`config.mk`:
```
export PLATFORM = sky130hd
export DESIGN_NAME = uart_tx
export DESIGN_NICKNAME = d
export VERILOG_FILES = /design/src/rtl/uart_pkg.sv /design/src/rtl/uart_bit_timer.sv /design/src/rtl/uart_tx.sv
export SDC_FILE = /design/constraint.sdc
export NUM_CORES = 1
export LEC_CHECK = 0
export ABC_AREA = 1
export CELL_PAD_IN_SITES_DETAIL_PLACEMENT = 1
export CELL_PAD_IN_SITES_GLOBAL_PLACEMENT = 1
export CORE_ASPECT_RATIO = 0.75
export CORE_MARGIN = 3
export CORE_UTILIZATION = 40
export DETAILED_ROUTE_END_ITERATION = 10
export PLACE_DENSITY_LB_ADDON = 0.1
export SLEW_MARGIN = 20
export SYNTH_ARGS = -nofsm -noshare
export SYNTH_HDL_FRONTEND = slang
export SYNTH_SLANG_ARGS = --single-unit
```
`constraint.sdc`:
```
create_clock -name clock -period 1.8 [get_ports clock]
set_clock_uncertainty 0.15 [all_clocks]
set_input_delay 0.36 -clock clock [delete_from_list [all_inputs] [get_ports clock]]
set_output_delay 0.36 -clock clock [all_outputs]
set_load 0.05 [all_outputs]
```
`src/rtl/uart_pkg.sv`:
```
// Shared UART definitions: frame state encoding and defaults common to tx and rx.
package uart_pkg;

  localparam int CLKS_PER_BIT_DEFAULT = 217;
  localparam int DATA_BITS            = 8;

  typedef enum logic [2:0] {
    ST_IDLE   = 3'd0,
    ST_START  = 3'd1,
    ST_DATA   = 3'd2,
    ST_PARITY = 3'd3,
    ST_STOP   = 3'd4
  } uart_state_e;

  function automatic logic even_parity(input logic [DATA_BITS-1:0] d);
    return ^d;
  endfunction

endpackage

```
`src/rtl/uart_bit_timer.sv`:
```
// Reloadable bit-period down-counter; tick_o marks the last cycle of each bit.
module uart_bit_timer
  import uart_pkg::*;
#(
  parameter int CLKS_PER_BIT = CLKS_PER_BIT_DEFAULT
) (
  input  logic clock,
  input  logic reset,
  input  logic load_i,
  output logic tick_o
);

  localparam int TW = (CLKS_PER_BIT > 1) ? $clog2(CLKS_PER_BIT) : 1;
  localparam logic [TW-1:0] RELOAD = TW'(CLKS_PER_BIT - 1);

  logic [TW-1:0] cnt_q;

  // Count down; restart on load or after reaching zero so every bit is CLKS_PER_BIT long.
  always_ff @(posedge clock or posedge reset) begin
    if (reset) begin
      cnt_q <= RELOAD;
    end else if (load_i || (cnt_q == '0)) begin
      cnt_q <= RELOAD;
    end else begin
      cnt_q <= cnt_q - 1'b1;
    end
  end

  assign tick_o = (cnt_q == '0);

endmodule

```
`src/rtl/uart_tx.sv`:
```
// UART transmitter: start, 8 data bits LSB first, even parity, STOP_BITS stop bits.
// All outputs are registered; tx_out follows the state one clock later, so the
// start bit begins on the first edge after the accepting edge.
module uart_tx
  import uart_pkg::*;
#(
  parameter int CLKS_PER_BIT = CLKS_PER_BIT_DEFAULT,
  parameter int STOP_BITS    = 1
) (
  input  logic       clock,
  input  logic       reset,
  input  logic       tx_valid,
  input  logic [7:0] tx_data,
  output logic       tx_ready,
  output logic       tx_out,
  output logic       tx_busy,
  output logic       tx_done
);

  uart_state_e          state_q;
  logic [2:0]           idx_q;
  logic [DATA_BITS-1:0] shift_q;
  logic                 par_q;
  logic                 tx_out_q;
  logic                 tx_ready_q;
  logic                 tx_busy_q;
  logic                 tx_done_q;
  logic                 tick;

  // Timer is held at full period while idle so START gets a full bit.
  uart_bit_timer #(.CLKS_PER_BIT(CLKS_PER_BIT)) u_timer (
    .clock  (clock),
    .reset  (reset),
    .load_i (state_q == ST_IDLE),
    .tick_o (tick)
  );

  // Frame sequencer with registered line and status outputs.
  always_ff @(posedge clock or posedge reset) begin
    if (reset) begin
      state_q    <= ST_IDLE;
      idx_q      <= '0;
      shift_q    <= '0;
      par_q      <= 1'b0;
      tx_out_q   <= 1'b1;
      tx_ready_q <= 1'b1;
      tx_busy_q  <= 1'b0;
      tx_done_q  <= 1'b0;
    end else begin
      tx_done_q <= 1'b0;
      case (state_q)
        ST_IDLE: begin
          tx_out_q <= 1'b1;
          if (tx_valid && tx_ready_q) begin
            shift_q    <= tx_data;
            par_q      <= even_parity(tx_data);
            state_q    <= ST_START;
            tx_ready_q <= 1'b0;
            tx_busy_q  <= 1'b1;
          end
        end
        ST_START: begin
          tx_out_q <= 1'b0;
          if (tick) begin
            state_q <= ST_DATA;
            idx_q   <= '0;
          end
        end
        ST_DATA: begin
          tx_out_q <= shift_q[idx_q];
          if (tick) begin
            if (idx_q == 3'(DATA_BITS - 1)) begin
              state_q <= ST_PARITY;
              idx_q   <= '0;
            end else begin
              idx_q <= idx_q + 1'b1;
            end
          end
        end
        ST_PARITY: begin
          tx_out_q <= par_q;
          if (tick) begin
            state_q <= ST_STOP;
          end
        end
        ST_STOP: begin
          tx_out_q <= 1'b1;
          if (tick) begin
            if (idx_q == 3'(STOP_BITS - 1)) begin
              state_q    <= ST_IDLE;
              idx_q      <= '0;
              tx_done_q  <= 1'b1;
              tx_ready_q <= 1'b1;
              tx_busy_q  <= 1'b0;
            end else begin
              idx_q <= idx_q + 1'b1;
            end
          end
        end
        default: begin
          state_q    <= ST_IDLE;
          idx_q      <= '0;
          tx_out_q   <= 1'b1;
          tx_ready_q <= 1'b1;
          tx_busy_q  <= 1'b0;
        end
      endcase
    end
  end

  assign tx_out   = tx_out_q;
  assign tx_ready = tx_ready_q;
  assign tx_busy  = tx_busy_q;
  assign tx_done  = tx_done_q;

endmodule

```
==> tab_implementation.tex, run 1 <==
\begin{tabular}{lr}
\hline
Metric & Value \\
\hline
\multicolumn{2}{l}{\textbf{Run status}} \\
Status & completed \\
\multicolumn{2}{l}{\textbf{Timing}} \\
Max Fclk & 605 MHz \\
Final TNS setup & 0 ns \\
Slew @ Worst Pin & 0.347 ns \\
Count of endpoints failing setup in the final report & 0 \\
Count of final hold-check violations & 0 \\
Fin crit period & 1.65 ns \\
Max-Slew Margin vs Limit & 76.8\% \\
Number of pins exceeding their max-slew limit in the final report & 0 \\
Unrepaired setup endpoints after global routing & false \\
Final critical-path setup slack & 0.148 ns \\
Period Utilization, post-route & 91.8\% \\
\multicolumn{2}{l}{\textbf{Floorplanning}} \\
Number of top-level pins & 15 \\
Starting density of the core & 42.2\% \\
Die Footprint & 0.00471 mm2 \\
Area of the core & 0.00371 mm2 \\
Die outline height & 60.2 um \\
Row cnt & 19 \\
Width of the die & 78.3 um \\
\multicolumn{2}{l}{\textbf{Drt}} \\
Sum of routed wire length over all layers & 3830 um \\
Number of remaining DRC errors & 0 \\
Via-per-instance ratio & 4.84 \\
First-pass detailed-route iteration total & 4 \\
DR vias & 1380 \\
Routed len/inst & 13.4 um \\
Iteration-0 DRC count of the detailed router & 35 \\
Post-detailed-route count of antenna-violating nets & 0 \\
\multicolumn{2}{l}{\textbf{CTS}} \\
Clock tree from TritonCTS & yes \\
Hold-fix buffers, CTS & 0 \\
Clock Sinks & 27 \\
Cell chosen for the clock root & sky130\_fd\_sc\_hd\_\_clkbuf\_8 \\
Number of buffers created by CTS & 3 \\
\# H-tree levels & 1 \\
Maximum count of clock buffers along a single path & 2 \\
Clock-pin slew of the registers on the worst-case setup and hold paths & 0.09 ns \\
Clock latency of the later-clocked register in the worst-skew pair & 0.27 ns \\
\multicolumn{2}{l}{\textbf{Yosys}} \\
Largest area contributor in the synthesized netlist & sky130\_fd\_sc\_hd\_\_dfrtp\_1 \\
Proportion of register bits with asynchronous set or reset after synthesis & 100\% \\
Top-count cell post-synth & sky130\_fd\_sc\_hd\_\_nand2\_1 \\
Flops \& latches, synth & 27 \\
Count of cell types in the netlist & 22 \\
Count of warnings emitted by yosys & 0 \\
Flip-flop cell with the highest count after synthesis & sky130\_fd\_sc\_hd\_\_dfrtp\_1 \\
Share of the synthesized area in the top cell type & 33.5\% \\
Leading post-synthesis cells by cell area & sky130\_fd\_sc\_hd\_\_dfrtp\_1 34\%, sky130\_fd\_sc\_hd\_\_nand2\_1 19\%, sky130\_fd\_sc\_hd\_\_dfstp\_2 10\%, sky130\_fd\_sc\_hd\_\_inv\_1 5.3\%, sky130\_fd\_sc\_hd\_\_nor2\_1 4.8\% \\
Top post-synthesis cells by count & 79 x sky130\_fd\_sc\_hd\_\_nand2\_1, 22 x sky130\_fd\_sc\_hd\_\_inv\_1, 21 x sky130\_fd\_sc\_hd\_\_dfrtp\_1 \\
Net count of the mapped netlist & 226 \\
Sequential cell area fraction in the yosys report & 43.6\% \\
Number of enable-type register cells in the synthesized netlist & 0 \\
Mapped Cells & 211 \\
Cell area after synthesis & 0.00157 mm2 \\
Mapped Avg Cell Area & 7.42 um2 \\
\multicolumn{2}{l}{\textbf{Finish}} \\
Number of diodes added for antenna fixing & 0 \\
Layout cells sized above 1 & 16.7\% \\
Post-layout nets & 249 \\
Area added between synthesis and finish & 20.1\% \\
\multicolumn{2}{l}{\textbf{Placement}} \\
Gpl congestion & 0.799 \\
DP Wirelength & 3140 um \\
Input/output buffers & 14 \\
Worst setup timing slack at the placement stage & 0.00834 ns \\
\multicolumn{2}{l}{\textbf{GRT}} \\
GRT Overall Usage & 18.0\% \\
Number of global-route vias before repair & 1502 \\
Final global-route overflow total & 0 \\
Maximum number of pins on one net before global-route repair & 28 \\
First-pass GRT wire length & 6640 um \\
Number of antenna violations at the first check in global routing & 0 \\
\multicolumn{2}{l}{\textbf{Pwr}} \\
Static Leakage & 0.000995 uW \\
Worst voltage drop across the vdd grid & 0.000466 V \\
Power density over the cells & 550 mW/mm2 \\
\multicolumn{2}{l}{\textbf{Critical path}} \\
Arrival time of data at the critical path endpoint & 1.68 ns \\
Crit. End Element & flop \\
Startpoint-to-endpoint class of the critical path & reg -> reg \\
Required time reported for the critical path endpoint & 1.82 ns \\
Critical path peak fanout & 6 \\
Startpoint type of the worst setup path & flop \\
\multicolumn{2}{l}{\textbf{Run}} \\
Maximum capacitance violations & 0 \\
\multicolumn{2}{l}{\textbf{Hold path}} \\
Type of the tightest min-delay check & in -> async \\
\hline
\end{tabular}
[metrics by stage]
step / std cells / utilization, % / cell area, um2 / power (uW) / hold WS (ns)
floorplan: 211 / - / 1570 / 660 / 0.253
global placement: 279 / 48.6 / 1800 / 697 / 0.263
detailed placement: 279 / 48.6 / 1800 / 703 / 0.276
CTS: 283 / 49.8 / 1850 / 1050 / 0.290
global route: 285 / 50.7 / 1880 / 1080 / 0.327
finish: 285 / 50.7 / 1880 / 1030 / 0.287
[worst max-delay path, stage by stage (launching register included)]
cell and delay (ns):
sky130_fd_sc_hd__dfrtp_1 0.39, sky130_fd_sc_hd__inv_1 0.09, sky130_fd_sc_hd__ha_2 0.21, sky130_fd_sc_hd__inv_1 0.06, sky130_fd_sc_hd__nor2_1 0.13, sky130_fd_sc_hd__nand2_2 0.13
sky130_fd_sc_hd__a21oi_4 0.18, sky130_fd_sc_hd__nand2_1 0.10, sky130_fd_sc_hd__nand2_1 0.08, sky130_fd_sc_hd__nand2_1 0.05
[worst paths after layout]
kind | to | start | slack (ns) | depth (start not counted)
hold reg to reg | u_timer.cnt_q[0] | u_timer.cnt_q[0] | 0.29 | 1
setup / recovery | state_q[1] | u_timer.cnt_q[0] | 0.15 | 9
setup reg to reg | state_q[1] | u_timer.cnt_q[0] | 0.15 | 9
max in group asynchronous | tx_out | reset | 0.91 | 3
hold / removal | u_timer.cnt_q[5] | reset | 0.29 | 3
min in group clock | u_timer.cnt_q[0] | u_timer.cnt_q[0] | 0.29 | 1
[final cells by class]
class                           count  area [um2]
Clock buffer                        4        45.0
Fill cell                         498        1830
Tap cell                           52        65.1
Multi-Input combinational cell    159         807
Sequential cell                    27         686
Timing Repair Buffer               18         185
Inverter                           25        93.8
[cells in the final DEF, fill, tap and decap left out, drive strengths merged, types with 2 or more instances in the layout]
cell type,synthesis,routed
xor2,8,8
nand3b,2,2
clkbuf,0,4
xnor2,4,4
o21ai,10,10
dfrtp,21,21
nor2,26,26
nand2,84,84
a21oi,4,4
clkdlybuf4s50,0,10
inv,25,25
ha,4,4
dfstp,6,6
buf,0,8
nand3,13,13
[kinds of logic after synthesis]
group,share of synthesized area [%]
adder cells (fa/ha/maj),3.20
AO/OA/AOI/OAI,5.91
XOR/XNOR,6.71
buffers and inverters,5.99
flip-flops,43.6
AND/OR/NAND/NOR,34.6
[per-layer routing]
layer / vias up / track usage (%) / share of wire [%]
met3: 2 / 2.71 / 2.0
met4: 0 / 2.24 / 0.18
met1: 664 / 23.7 / 49
met2: 15 / 32.6 / 48
li1: 699 / - / -
met5: - / 0 / 0
[flip-flops by register name, indices dropped and copies added (netlist names)]
name,count
idx_q,3
par_q,1
shift_q,8
state_q,3
tx_busy,1
tx_done,1
tx_out,1
tx_ready,1
u_timer.cnt_q,8
[repair_timing]
| action | CTS | global route |
|---|---|---|
| buffers inserted | 0 | 2 |
| gates resized for setup | 1 | 6 |
| pin swaps | 0 | 1 |
| endpoints found under the setup margin | 1 | 7 |
[where the power goes]
part / internal, uW / switching, uW / leakage [uW]
Clock: 159 / 186 / 0.0000228
Sequential: 607 / 0 / 0.000344
Combinational: 37.7 / 45.1 / 0.000628
Power figures use the tool's default switching activity.
==> run 2: changes to the inputs <==
--- a/config.mk
+++ b/config.mk
@@ -13,7 +13,6 @@
 export CORE_UTILIZATION = 40
 export DETAILED_ROUTE_END_ITERATION = 10
 export PLACE_DENSITY_LB_ADDON = 0.1
-export SLEW_MARGIN = 20
 export SYNTH_ARGS = -nofsm -noshare
 export SYNTH_HDL_FRONTEND = slang
 export SYNTH_SLANG_ARGS = --single-unit
==> results of run 2 <==
Same layout as run 1: the final DEF is identical, and so are final timing and power.
==> run 3: changes to the inputs <==
--- a/config.mk
+++ b/config.mk
@@ -13,6 +13,7 @@
 export CORE_UTILIZATION = 40
 export DETAILED_ROUTE_END_ITERATION = 10
 export PLACE_DENSITY_LB_ADDON = 0.1
+export SKIP_LAST_GASP = 1
 export SYNTH_ARGS = -nofsm -noshare
 export SYNTH_HDL_FRONTEND = slang
 export SYNTH_SLANG_ARGS = --single-unit
==> results of run 3 <==
Same layout as run 1: the final DEF is identical, and so are final timing and power.
